**src/rtl/loader_pkg.sv**
```systemverilog
// Shared widths, length limit and state encoding for the sample loader.
package loader_pkg;

    localparam int unsigned DEF_ADDR_W = 10;
    localparam int unsigned DEF_DATA_W = 14;
    localparam int unsigned DEF_CNT_W  = 12;

    // Two banks of 1024 words each hold at most 2048 samples.
    localparam int unsigned MAX_LEN = 2048;

    typedef enum logic [1:0] {
        StIdle  = 2'd0,
        StLoad  = 2'd1,
        StFlush = 2'd2
    } loader_state_e;

endpackage

```
**src/rtl/loader_fsm.sv**
```systemverilog
// Load sequencer: state register, sample index counter and end-of-load compare.
module loader_fsm
    import loader_pkg::*;
#(
    parameter int unsigned ADDR_W = DEF_ADDR_W,
    parameter int unsigned CNT_W  = DEF_CNT_W
) (
    input  logic              clk_i,
    input  logic              rst_i,
    input  logic              start_i,
    input  logic [CNT_W-1:0]  length_i,
    input  logic [CNT_W-1:0]  len_i,
    input  logic              s_valid_i,
    output logic              s_ready_o,
    output logic              busy_o,
    output logic              done_o,
    output logic              len_err_o,
    output logic              load_start_o,
    output logic              xfer_o,
    output logic [ADDR_W-1:0] pair_o,
    output logic              odd_o
);

    localparam logic [CNT_W-1:0] MaxLen = CNT_W'(MAX_LEN);

    loader_state_e    state_q;
    logic [CNT_W-1:0] idx_q;
    logic             s_ready_q;
    logic             busy_q;
    logic             done_q;
    logic             len_err_q;
    logic             last;

    // Decode accepted start, transfer and final-sample conditions.
    always_comb begin
        load_start_o = (state_q == StIdle) && start_i && (length_i != '0) && (length_i <= MaxLen);
        xfer_o       = s_valid_i && s_ready_q;
        last         = (idx_q == (len_i - CNT_W'(1)));
    end

    // State, index and registered status outputs.
    always_ff @(posedge clk_i) begin
        if (rst_i) begin
            state_q   <= StIdle;
            idx_q     <= '0;
            s_ready_q <= 1'b0;
            busy_q    <= 1'b0;
            done_q    <= 1'b0;
            len_err_q <= 1'b0;
        end else begin
            done_q    <= 1'b0;
            len_err_q <= 1'b0;
            case (state_q)
                StIdle: begin
                    if (start_i) begin
                        if (length_i == '0) begin
                            done_q <= 1'b1;
                        end else if (length_i > MaxLen) begin
                            len_err_q <= 1'b1;
                        end else begin
                            idx_q     <= '0;
                            state_q   <= StLoad;
                            s_ready_q <= 1'b1;
                            busy_q    <= 1'b1;
                        end
                    end
                end
                StLoad: begin
                    if (xfer_o) begin
                        idx_q <= idx_q + CNT_W'(1);
                        if (last) begin
                            // Final write lands next cycle; done rides with it.
                            state_q   <= StFlush;
                            s_ready_q <= 1'b0;
                            done_q    <= 1'b1;
                        end
                    end
                end
                StFlush: begin
                    state_q <= StIdle;
                    busy_q  <= 1'b0;
                end
                default: begin
                    state_q   <= StIdle;
                    s_ready_q <= 1'b0;
                    busy_q    <= 1'b0;
                end
            endcase
        end
    end

    assign s_ready_o = s_ready_q;
    assign busy_o    = busy_q;
    assign done_o    = done_q;
    assign len_err_o = len_err_q;
    assign pair_o    = idx_q[ADDR_W:1];
    assign odd_o     = idx_q[0];

endmodule

```
**src/rtl/sample_loader.sv**
```systemverilog
// Streams samples into two banks: even indices to bank 1, odd indices to bank 2.
module sample_loader
    import loader_pkg::*;
#(
    parameter int unsigned ADDR_W = DEF_ADDR_W,
    parameter int unsigned DATA_W = DEF_DATA_W,
    parameter int unsigned CNT_W  = DEF_CNT_W
) (
    input  logic              iclk,
    input  logic              irst,
    input  logic              start,
    input  logic [ADDR_W-1:0] base_addr,
    input  logic [CNT_W-1:0]  length,
    input  logic              s_valid,
    input  logic [DATA_W-1:0] s_data,
    output logic              s_ready,
    output logic              we1,
    output logic              we2,
    output logic [ADDR_W-1:0] waddr,
    output logic [DATA_W-1:0] wdata,
    output logic              busy,
    output logic              done,
    output logic              len_err
);

    logic [ADDR_W-1:0] base_q;
    logic [CNT_W-1:0]  len_q;
    logic              load_start;
    logic              xfer;
    logic [ADDR_W-1:0] pair;
    logic              odd;
    logic              we1_q;
    logic              we2_q;
    logic [ADDR_W-1:0] waddr_q;
    logic [DATA_W-1:0] wdata_q;

    loader_fsm #(
        .ADDR_W (ADDR_W),
        .CNT_W  (CNT_W)
    ) u_fsm (
        .clk_i        (iclk),
        .rst_i        (irst),
        .start_i      (start),
        .length_i     (length),
        .len_i        (len_q),
        .s_valid_i    (s_valid),
        .s_ready_o    (s_ready),
        .busy_o       (busy),
        .done_o       (done),
        .len_err_o    (len_err),
        .load_start_o (load_start),
        .xfer_o       (xfer),
        .pair_o       (pair),
        .odd_o        (odd)
    );

    // Command latches, captured only when the sequencer accepts a start.
    always_ff @(posedge iclk) begin
        if (irst) begin
            base_q <= '0;
            len_q  <= '0;
        end else if (load_start) begin
            base_q <= base_addr;
            len_q  <= length;
        end
    end

    // Write port: one-cycle strobe per transfer; address wraps within the bank.
    always_ff @(posedge iclk) begin
        if (irst) begin
            we1_q   <= 1'b0;
            we2_q   <= 1'b0;
            waddr_q <= '0;
            wdata_q <= '0;
        end else begin
            we1_q <= xfer & ~odd;
            we2_q <= xfer & odd;
            if (xfer) begin
                waddr_q <= base_q + pair;
                wdata_q <= s_data;
            end
        end
    end

    assign we1   = we1_q;
    assign we2   = we2_q;
    assign waddr = waddr_q;
    assign wdata = wdata_q;

endmodule

```
**config.mk**
```make
export PLATFORM = sky130hd
export DESIGN_NAME = sample_loader
export DESIGN_NICKNAME = d
export VERILOG_FILES = /design/src/rtl/loader_pkg.sv /design/src/rtl/loader_fsm.sv /design/src/rtl/sample_loader.sv
export SDC_FILE = /design/constraint.sdc
export NUM_CORES = 1
export LEC_CHECK = 0
export ABC_AREA = 1
export BUFFER_PORTS_ARGS = -buffer_cell sky130_fd_sc_hd__buf_4
export CORE_MARGIN = 1
export CORE_UTILIZATION = 30
export DETAILED_ROUTE_END_ITERATION = 10
export SYNTH_ARGS = -nofsm -noshare
export SYNTH_HDL_FRONTEND = slang
export SYNTH_HIERARCHICAL = 1
export SYNTH_SLANG_ARGS = --single-unit
```
**constraint.sdc**
```tcl
create_clock -name iclk -period 2.8 [get_ports iclk]
set_clock_uncertainty 0.1 [all_clocks]
set_input_delay 0.28 -clock iclk [delete_from_list [all_inputs] [get_ports iclk]]
set_output_delay 0.28 -clock iclk [all_outputs]
set_load 0.02 [all_outputs]
```
==> results.md <==
* Status: finished clean
* Critical Path Source Type: flop
* Hold Crit Start: s_data[12]
* Initial core utilization at 30.9%
* Htree depth at 3
* Count of final setup violators at 0
* Footprint of the multi-input gates at 2020 µm²
* HPWL Detailed at 6.99 mm
* Fillers at 1,314
* Final period utilization at between 60 and 70%
* First-pass GRT wire length at 16.2 mm
* GRT Overall Usage at between 10% and 20%
* Slew HR at 51.4%
* Antenna violations before repair at 0
* Cell count after synthesis at 569
* DRC Markers at 0
* Total number of vias at 3,663
* Cell Rows at 40
* CP Cell Sequence: ha_1, nand2_1, nor2_1, nand2_1, xor2_1, nor2_1, nand3_1, a21oi_1
* Die footprint at 12,900 µm²
* Final slew viol count at 0
* Final non-filler cell total at between 700 and 800
* Die height at 113 µm
* PortBufs at 69
* Pre-CTS WS at 0.812 ns
* MaxCap Viol Count at 0
* Final nets at approximately 670
* Area Overhead vs Synth at 23.3%
* Setup WS post-layout at approximately 0.87 ns
* CTS Buf Count at 9
* Leak pwr at between 2 and 2.5 nW
* Grt total ovfl at 0
* Placer Congestion at 0.835
* Top cells by count, synth: 136 x nor2_1, 105 x nand2_1, 66 x dfxtp_1, 53 x inv_1, 44 x o21ai_0
* Clock Tree Buf Depth at 2
* Synth top area share at between 30% and 40%
* Area leader, netlist: dfxtp_1
* Share of cells above drive strength 1 at 18.0%
* Hold crit path type: in -> reg
* Syn Area/Cell at 6.55 µm²
* Ys Warns at 6
* Worst-path fanout max at 9
* # clock sinks at 66
* Fmax at 519 MHz
* Worst EP arrival at about 2.1 ns
* EDFF count, synth at 0
* Peak VDD IR at 0.000267 V
* Top-count cell post-synth: nor2_1
* Slowest-stage cell, CP: dfxtp_1
* Post-CTS setup buffers at 0
* Hold buffer count at cts at 0
* Die X at 113 µm
* Worst-Margin Slew at 0.728 ns
* Vias in the first global route at around 3,500
* I/O pin count at 70
* Post-synthesis sequential area ratio at 35.5%
* Core Util, Final at 38.1%
* Crit path kind: reg -> reg
* Top cells by area, synth: dfxtp_1 35%, nor2_1 14%, nand2_1 11%, o21ai_0 5.9%, inv_1 5.3%
* Largest net degree at the start of global routing at 39
* Pre-antenna DRT Iters at 5
* Placed insts at 779
* Ys async rst share at 0%
* Root buffer cell: clkbuf_16
* Crit end category: flop
* N_diodes at 0
* Post-route setup TNS at 0 ns
* FF/Latch Area at 1320 µm²
* Clock tree from TritonCTS: yes
* WL per Instance at 11.9 µm
* Final wirelength at 9.43 mm
* Count of final hold-check violations at 0
* Post-route ant nets at 0
* Yosys reg bits at 66
* Crit path launch: u_fsm/idx_q[0]$_SDFFE_PP0P_
* Power Dens Cells at 551 nW/µm²
* Vias per std cell at 4.61
* Synth Flop Type: dfxtp_1
* Worst r2r src: u_fsm/idx_q[0]$_SDFFE_PP0P_
* CTS clk-pin slew, worst paths at 0.06 ns
* Tmin final at 1.93 ns
* Unrepaired setup endpoints after global routing: false
* Clock Latency Late Sink at 0.34 ns
* Crit path required time at roughly 3.0 ns
* Largest stage delay, worst path at 0.60 ns
* Final Power at 2.53 mW
* Post-CTS Resized at 0
* Core Area at 12,100 µm²
* Initial DRC Count at 239
* Mapped Area at 3730 µm²
* Mapped Nets at 621
* Netlist cell types at 32
==> layer usage <==
metal | part of all wire [%] | vias to the layer above | wire, µm | track usage (%)
met5 | 0 | - | 0 | 0
met4 | 1.8 | 0 | 167 | 6.32
met3 | 6.7 | 17 | 630 | 4.41
met2 | 45 | 121 | 4280 | 26.5
met1 | 46 | 1626 | 4350 | 19.5
li1 | - | 1899 | - | -
==> area by class of cell <==
type	instances	share of cell area, %
timing repair buffer	72	11.8
clock buffer	11	5.50
multi-input combinational	417	44.0
clock inverter	5	0.817
sequential	66	28.8
tap	168	4.58
inverter	56	4.58
==> cell usage in the layout (no fill, tap or decap), types with 11 or more instances in the layout <==
cell type,count
nor2_1,136
ha_1,11
nand3_1,36
a21oi_1,18
dfxtp_1,66
o21ai_0,44
buf_4,72
xor2_1,14
inv_1,53
nand2_1,105
==> per-stage QoR <==
stage / hold slack, ns / instance area (µm²)
after floorplan: 0.249 / 3730
after global routing: 0.0581 / 4590
after detailed placement: 0.375 / 4300
after global placement: 0.371 / 4300
final: 0.0648 / 4590
after CTS: 0.0505 / 4590
==> registers in the layout (all words and copies together), names as in the netlist <==
name             count
we1                  1
u_fsm/idx_q         12
u_fsm/s_ready_o      1
u_fsm/state_q        2
len_q               12
waddr               10
wdata               14
we2                  1
u_fsm/busy_o         1
base_q              10
u_fsm/done_o         1
u_fsm/len_err_o      1
==> final timing paths <==
check,cells after the start,to,slack (ns)
worst max register to register,8,u_fsm/idx_q[6]$_SDFFE_PP0P_,0.87
worst min-delay path,3,wdata[12]$_SDFFE_PP0P_,0.06
worst max-delay path,8,u_fsm/idx_q[6]$_SDFFE_PP0P_,0.87
worst min register to register,2,u_fsm/busy_o$_SDFFE_PP0P_,0.38
==> logic make-up after synthesis <==
kind of cell | synth area share [%]
compound gates | 10.5
xor+xnor | 3.76
fa+ha+maj | 4.23
buf+inv | 10.3
flops | 35.5
simple gates | 35.7
==> critical path, delay by kind of cell (launching register included) <==
family	cells	cell delay, ns
xor gates and xnor gates	1	0.15
and+or+nand+nor	5	0.52
DFF	1	0.60
AOI/OAI and AO/OA	1	0.15
adders and majority gates	1	0.34
==> report_power, final <==
part           total (mW)  leakage [nW]  internal (mW)  switching [mW]
logic               0.418          1.53          0.162           0.256
registers            1.02         0.538          0.989          0.0358
clock network        1.09         0.138          0.650           0.438
No activity file was read; power rests on OpenSTA's default activity.
